===== src/rtl/fp_mult_arbiter.sv =====
// Round-robin arbiter sharing one pipelined FP multiply/round core among NUM_REQ requesters.
// Results return in issue order, tagged with the owner ID carried through a latency-matched pipe.
module fp_mult_arbiter #(
  parameter int unsigned NUM_REQ  = 2,
  parameter int unsigned CORE_LAT = 2,
  parameter int unsigned ID_W     = (NUM_REQ > 1) ? $clog2(NUM_REQ) : 1
) (
  input  logic                  clk,
  input  logic                  rst,
  input  logic [NUM_REQ-1:0]    req_valid,
  output logic [NUM_REQ-1:0]    req_ready,
  input  logic [NUM_REQ*32-1:0] req_a,
  input  logic [NUM_REQ*32-1:0] req_b,
  input  logic [NUM_REQ*3-1:0]  req_rnd,
  output logic                  core_valid,
  output logic [31:0]           core_a,
  output logic [31:0]           core_b,
  output logic [2:0]            core_rnd,
  input  logic [31:0]           core_z,
  input  logic [7:0]            core_status,
  output logic                  resp_valid,
  output logic [ID_W-1:0]       resp_id,
  output logic [31:0]           resp_z,
  output logic [7:0]            resp_status,
  output logic                  busy
);

  logic [ID_W-1:0]  last_q;
  logic             core_valid_q;
  logic [31:0]      core_a_q;
  logic [31:0]      core_b_q;
  logic [2:0]       core_rnd_q;
  logic [ID_W-1:0]  core_id_q;
  logic [CORE_LAT-1:0] tag_vld_q;
  logic [ID_W-1:0]  tag_id_q [CORE_LAT];
  logic             resp_valid_q;
  logic [ID_W-1:0]  resp_id_q;
  logic [31:0]      resp_z_q;
  logic [7:0]       resp_status_q;

  logic             win_vld;
  logic [ID_W-1:0]  win_id;
  logic             hs;
  logic [2:0]       rnd_raw;
  logic [2:0]       rnd_san;

  // Search starts one past the last grant and wraps, giving round-robin fairness.
  always_comb begin
    int unsigned idx;
    logic [ID_W-1:0] sel;
    win_vld = 1'b0;
    win_id  = '0;
    idx     = 0;
    sel     = '0;
    for (int unsigned k = 1; k <= NUM_REQ; k++) begin
      idx = (32'(last_q) + k) % NUM_REQ;
      sel = ID_W'(idx);
      if (!win_vld && req_valid[sel]) begin
        win_vld = 1'b1;
        win_id  = sel;
      end
    end
  end

  always_comb begin
    req_ready = '0;
    if (rst && win_vld) begin
      req_ready = NUM_REQ'(1) << win_id;
    end
  end

  assign hs      = rst & win_vld;
  assign rnd_raw = req_rnd[3*win_id +: 3];
  // Encodings 6 and 7 are undefined for the core; it treats them as round-to-nearest.
  assign rnd_san = (rnd_raw > 3'd5) ? 3'd0 : rnd_raw;

  always_ff @(posedge clk) begin
    if (!rst) begin
      last_q        <= ID_W'(NUM_REQ - 1);
      core_valid_q  <= 1'b0;
      core_a_q      <= '0;
      core_b_q      <= '0;
      core_rnd_q    <= 3'd0;
      core_id_q     <= '0;
      tag_vld_q     <= '0;
      for (int i = 0; i < CORE_LAT; i++) begin
        tag_id_q[i] <= '0;
      end
      resp_valid_q  <= 1'b0;
      resp_id_q     <= '0;
      resp_z_q      <= '0;
      resp_status_q <= '0;
    end else begin
      core_valid_q <= hs;
      if (hs) begin
        last_q     <= win_id;
        core_a_q   <= req_a[32*win_id +: 32];
        core_b_q   <= req_b[32*win_id +: 32];
        core_rnd_q <= rnd_san;
        core_id_q  <= win_id;
      end
      tag_vld_q[0] <= core_valid_q;
      tag_id_q[0]  <= core_id_q;
      for (int i = 1; i < CORE_LAT; i++) begin
        tag_vld_q[i] <= tag_vld_q[i-1];
        tag_id_q[i]  <= tag_id_q[i-1];
      end
      resp_valid_q <= tag_vld_q[CORE_LAT-1];
      if (tag_vld_q[CORE_LAT-1]) begin
        resp_id_q     <= tag_id_q[CORE_LAT-1];
        resp_z_q      <= core_z;
        resp_status_q <= core_status;
      end
    end
  end

  assign core_valid  = core_valid_q;
  assign core_a      = core_a_q;
  assign core_b      = core_b_q;
  assign core_rnd    = core_rnd_q;
  assign resp_valid  = resp_valid_q;
  assign resp_id     = resp_id_q;
  assign resp_z      = resp_z_q;
  assign resp_status = resp_status_q;
  assign busy        = core_valid_q | (|tag_vld_q) | resp_valid_q;

endmodule


===== config.mk =====
export PLATFORM = sky130hd
export DESIGN_NAME = fp_mult_arbiter
export DESIGN_NICKNAME = d
export VERILOG_FILES = /design/src/rtl/fp_mult_arbiter.sv
export SDC_FILE = /design/constraint.sdc
export NUM_CORES = 1
export LEC_CHECK = 0
export ABC_AREA = 1
export CAP_MARGIN = 0
export CORE_MARGIN = 2
export CORE_UTILIZATION = 38
export DETAILED_ROUTE_END_ITERATION = 6
export PLACE_DENSITY_LB_ADDON = 0.2
export SYNTH_ARGS = -nofsm -noshare
export SYNTH_HDL_FRONTEND = slang
export SYNTH_SLANG_ARGS = --single-unit

===== constraint.sdc =====
create_clock -name clk -period 1.5 [get_ports clk]
set_clock_uncertainty 0.1 [all_clocks]
set_input_delay 0.3 -clock clk [delete_from_list [all_inputs] [get_ports clk]]
set_output_delay 0.3 -clock clk [all_outputs]
set_load 0.01 [all_outputs]

Word level (Yosys, flattened, before mapping)
Memory sizes are Yosys's and may differ from the RTL's. A register that Yosys moved wholly into a read port is not among the register bits.
Cells that the tools add are included.
{ "word_totals": {"register_bits": 113, "input_bits": 178, "mem_bits_rw": 2, "out_inout_bits": 113, "mem_count": 1} }
{ "classes": {"muxes": 14, "order_cmp": 3, "n_reduce_logical": 5, "shift": 4, "addsub": 2, "bitwise": 5, "multipliers": 1} }
{ "mem_list": {"columns": ["memory", "words", "width", "read_ports", "rd_clocked_by_memory_dff", "write_ports", "line", "source"], "rows": [
  ["tag_id_q", 2, 1, 2, 1, 2, "35", "logic [ID_W-1:0] tag_id_q [CORE_LAT];"]
]} }
{ "op_table": {"columns": ["operator", "n"], "rows": [
  ["$shiftx A64 B7 Y32", 2],
  ["$mux W1", 12],
  ["$shiftx A6 B4 Y3", 1],
  ["$lt A1 B2 Y1 const B", 2],
  ["$or A1 B1 Y1", 4],
  ["$gt A3 B3 Y1 const B", 1],
  ["$mul A2 B1 Y3 const A", 1],
  ["$mux W3", 1],
  ["$add A1 B1 Y1 const B", 2],
  ["$logic_and A1 B1 Y1", 2],
  ["$logic_not A1 Y1", 2],
  ["$mux W2", 1],
  ["$reduce_or A2 Y1", 1],
  ["$shl A1 B1 Y2 const A", 1],
  ["$and A1 B1 Y1", 1]
]} }

Depth between registers and ports, before layout
{ "depth": {"word_depth": 11, "mapped_depth": 9, "depth_no_buf": 7} }

Worst setup path before layout
Ideal clock, no wire load.
{ "synth_timing": {"path_type": "reg2out", "start": "register last_q", "end": "output port req_ready[0]", "setup_slack_ps": 64, "required_time_ps": 1100, "stages_incl_launch_ff": 8, "t_arrival_ps": 1036, "path_cell_list": "dfxtp_1 > nand2_2 > nand2_1 > nor2_2 > nor2_4 > inv_2 > buf_2 > nor2_1"} }
{ "synth_between": {"elab_chain_len": 9} }
{ "synth_rtl": {"columns": ["element", "line", "source"], "rows": [
  ["start, declared", "28", "logic [ID_W-1:0] last_q;"],
  ["start signal, assigned", "79", "last_q <= ID_W'(NUM_REQ - 1);"],
  ["start signal, assigned", "96", "last_q <= win_id;"],
  ["$add A1 B1 Y1", "56", "idx = (32'(last_q) + k) % NUM_REQ;"],
  ["$mux W1 (not written as such) (2 in series)", "58", "if (!win_vld && req_valid[sel]) begin"],
  ["$mux W1", "58", null],
  ["$logic_not A1 Y1", "58", null],
  ["$logic_and A1 B1 Y1", "58", null],
  ["$mux W1", "58", null],
  ["$shl A1 B1 Y2 or $logic_and A1 B1 Y1 (tied branches)", "68, 67", null],
  ["$mux W2 *", "67", "if (rst && win_vld) begin"],
  ["end, declared", "11", "output logic [NUM_REQ-1:0] req_ready,"]
]} }
Mark *: on every way between the ends. The rest lies on a longest branch, timed or not. The select of a mux whose other input is x is not followed.

Worst setup path after layout
{ "layout_timing": {"start": "register tag_vld_q[1]", "end": "output port busy"} }
{ "layout_between": {"elab_chain_len": 3} }
{ "layout_rtl": {"columns": ["element", "line", "source"], "rows": [
  ["start, declared", "34", "logic [CORE_LAT-1:0] tag_vld_q;"],
  ["start signal, assigned by index", "105", "tag_vld_q[i] <= tag_vld_q[i-1];"],
  ["$reduce_or A2 Y1", "125", "assign busy = core_valid_q | (|tag_vld_q) | resp_valid_q;"],
  ["$or A1 B1 Y1 (2 in series)", "125", null],
  ["end, declared", "25", "output logic busy"]
]} }
Every way passes these cells.

==> run metrics <==
Ports 291; CP max stage delay around 0.5 ns; worst path bufs/invs 1; Crit. Startpoint tag_vld_q[1]; Critical Path Sink busy; Worst path top cell family by delay simple AND/OR/NAND/NOR gates; routed vias ~5,700; Seq/Total Area, Yosys 0.482; largest net degree at the start of global routing 66; syn_nets approximately 900; # hold bufs at CTS 0; Synth top area share 0.482; Worst Path Max Fanout 2; clk sinks approximately 120; Hold Crit Class in -> reg; WL/cell between 15 and 20 um; CP Launch Type flip-flop; Non-Filler Instances between 1,000 and 1,500; post-synth top area cell dfxtp_1; DR vias/cell 4.71; Reg2Reg Depth 10; vias in the first global route roughly 5,000; Final WS setup -0.268 ns; Post-synth ARST share 0; Avg Inst Size Synth 6.70 sq um; number of flops mapped to enable cells by yosys 0; CTS Buf Count 17; crit path time final ~1.8 ns; WL final about 19 mm; worst reg2reg path startpoint last_q; Tightest Pin Transition between 0.5 and 0.6 ns; fmax between 0.5 and 0.6 GHz; Placer Congestion ~0.75; pre-CTS WS -0.786 ns; setup TNS -3.35 ns; initial antenna violation count 0; Critical R2R Capture core_b[24]; final core utilization 0.752; max-cap viol count 0; CP Depth 2; synth unique cells 18; Final Setup Violations 66; fill cell count 1,025; RSZ-0062 raised after global routing true; Chip Height approximately 120 um; Cell Chain, Critical Path or4_1 -> buf_2; DRT iter0 DRCs approximately 400; failing checks setup timing; overall fraction of global-route tracks in use 0.243; TritonCTS clock tree yes; Max Root-Sink Buffers 2; CP Data Required Time 1.10 ns; Area after DPL slightly below 0.008 sq mm; Initial Util 0.385; fin area approximately 0.0094 sq mm; Yosys warning total 0; first-pass GRT wire length approximately 25 mm; P&R area growth vs syn 95.5%; Worst slew margin 0.620; Final ANT Viol Nets 0; clk slew on worst S/H paths about 0.050 ns; DRT Pass-1 Iters 5; Leakage around 0.0046 uW; crit share post-route 1.18; fraction of layout cells with a size suffix above 1 0.211; R2R Setup Slk -0.13 ns; outcome complete, but fails checks; Cells on Worst Hold Path 4; grt ovf 0; DRC errors left 0; Main synth FF type dfxtp_1; top post-synthesis cells by area dfxtp_1, nand2_1, a21oi_1, nor2_1, o21ai_0; final hold vios 0; Syn Inst Count slightly above 700; die width around 120 um; Post-Syn Area between 0.004 and 0.005 sq mm; die area 0.0136 sq mm; H-tree depth 4; Port Buffer Count 290; CTS root buf clkbuf_16; DP Cell Count 1,152; Layout Nets 1,194; CP endpoint kind output port; CP max stage cell or4_1; path type of the worst setup path reg -> out; worst skew pair latency 0.41 ns; # diodes 0; Critical Path AT between 1 and 1.5 ns; Core ar. 0.0125 sq mm; row count around 40; Pins Over Slew Limit 0; pwr dens 1050 mW/mm^2; flops & latches, synth approximately 120; VDD IR-drop max between 0.001 and 0.0015 V; hpwl dp ~11 mm
==> where the power goes <==
part           switching, uW  total, uW  leakage (uW)  internal, uW
clock                   1400       4600      0.000332          3210
sequential               127       3390      0.000951          3270
combinational            902       1920       0.00327          1020
==> Yosys cell counts, types with 3 or more instances <==
cell,number
a21oi_1,66
nor2_1,85
inv_1,8
nand3_1,4
inv_2,3
dfxtp_1,116
clkbuf_1,23
buf_6,3
buf_4,6
o21ai_0,44
buf_2,15
nand2_1,339
==> worst min path at each step <==
stage | startpoint | endpoint | slack, ns
after floorplan | tag_id_q[0] | tag_id_q[1] | 0.29
after global placement | tag_id_q[0] | tag_id_q[1] | 0.29
after detailed placement | tag_id_q[0] | tag_id_q[1] | 0.30
after CTS | req_valid[1] | last_q | 0.28
after global routing | req_valid[1] | last_q | 0.33
final | req_valid[1] | last_q | 0.30
==> layer usage <==
| layer | part of all wire | global-route usage | wire length, um | vias up |
|---|---|---|---|---|
| met5 | 0 | 0 | 0 | - |
| met4 | 0.024 | 0.120 | 453 | 0 |
| met3 | 0.089 | 0.0882 | 1700 | 30 |
| met2 | 0.50 | 0.406 | 9690 | 232 |
| met1 | 0.38 | 0.274 | 7350 | 2560 |
| li1 | - | - | - | 2838 |
==> tightest hold or removal path, stage by stage <==
cell and delay (ns):
dlygate4sd2_1 0.23, buf_6 0.12, o21ai_0 0.07, nand2_1 0.05
==> stage by stage <==
step / hold slack, ns / power [uW]
2_1_floorplan: 0.290 / 4060
3_3_place_gp: 0.294 / 5010
3_5_place_dp: 0.300 / 5020
4_1_cts: 0.277 / 9580
5_1_grt: 0.327 / 10300
6_report: 0.303 / 9920
==> placed cells by master (no fill, tap or decap), types with 6 or more instances in the layout <==
| cell | n |
|---|---|
| a21oi_1 | 11 |
| a21oi_2 | 55 |
| buf_4 | 14 |
| clkbuf_16 | 27 |
| clkbuf_2 | 17 |
| clkbuf_8 | 6 |
| clkdlybuf4s15_1 | 20 |
| clkdlybuf4s50_1 | 174 |
| dfxtp_1 | 110 |
| dlygate4sd2_1 | 75 |
| inv_1 | 8 |
| nand2_1 | 281 |
| nand2_2 | 11 |
| nand2_4 | 49 |
| nor2_1 | 82 |
| o21ai_0 | 44 |
==> what timing repair did <==
| action | in CTS | in global routing |
|---|---|---|
| gates resized for setup | 151 | 232 |
| setup buffers | 1 | 3 |
| cloned | 3 | 10 |
| pin swaps | 4 | 49 |
| setup endpoints to repair | 180 | 91 |
==> layout make-up <==
| class | instances | area (sq um) | area share |
|---|---|---|---|
| Tap cell | 172 | 215 | 0.0229 |
| Clock buffer | 24 | 512 | 0.0544 |
| Timing Repair Buffer | 326 | 3320 | 0.352 |
| Clock inverter | 8 | 168 | 0.0178 |
| Inverter | 11 | 43.8 | 0.00465 |
| Sequential cell | 116 | 2330 | 0.248 |
| Multi-Input combinational cell | 544 | 2830 | 0.300 |
==> kinds of logic after synthesis <==
logic type,after synthesis,share of synthesized area
buf+inv,59,0.0592
compound gates,110,0.114
simple gates,434,0.344
flops,116,0.482
==> registers in the layout, indices dropped and copies added (netlist names) <==
register     flops
core_a          32
core_b          32
resp_z          32
resp_status      8
core_rnd         3
tag_id_q         2
tag_vld_q        2
core_id_q        1
core_valid       1
last_q           1
resp_id          1
resp_valid       1
Note: power is estimated with default switching activity, not from simulation.
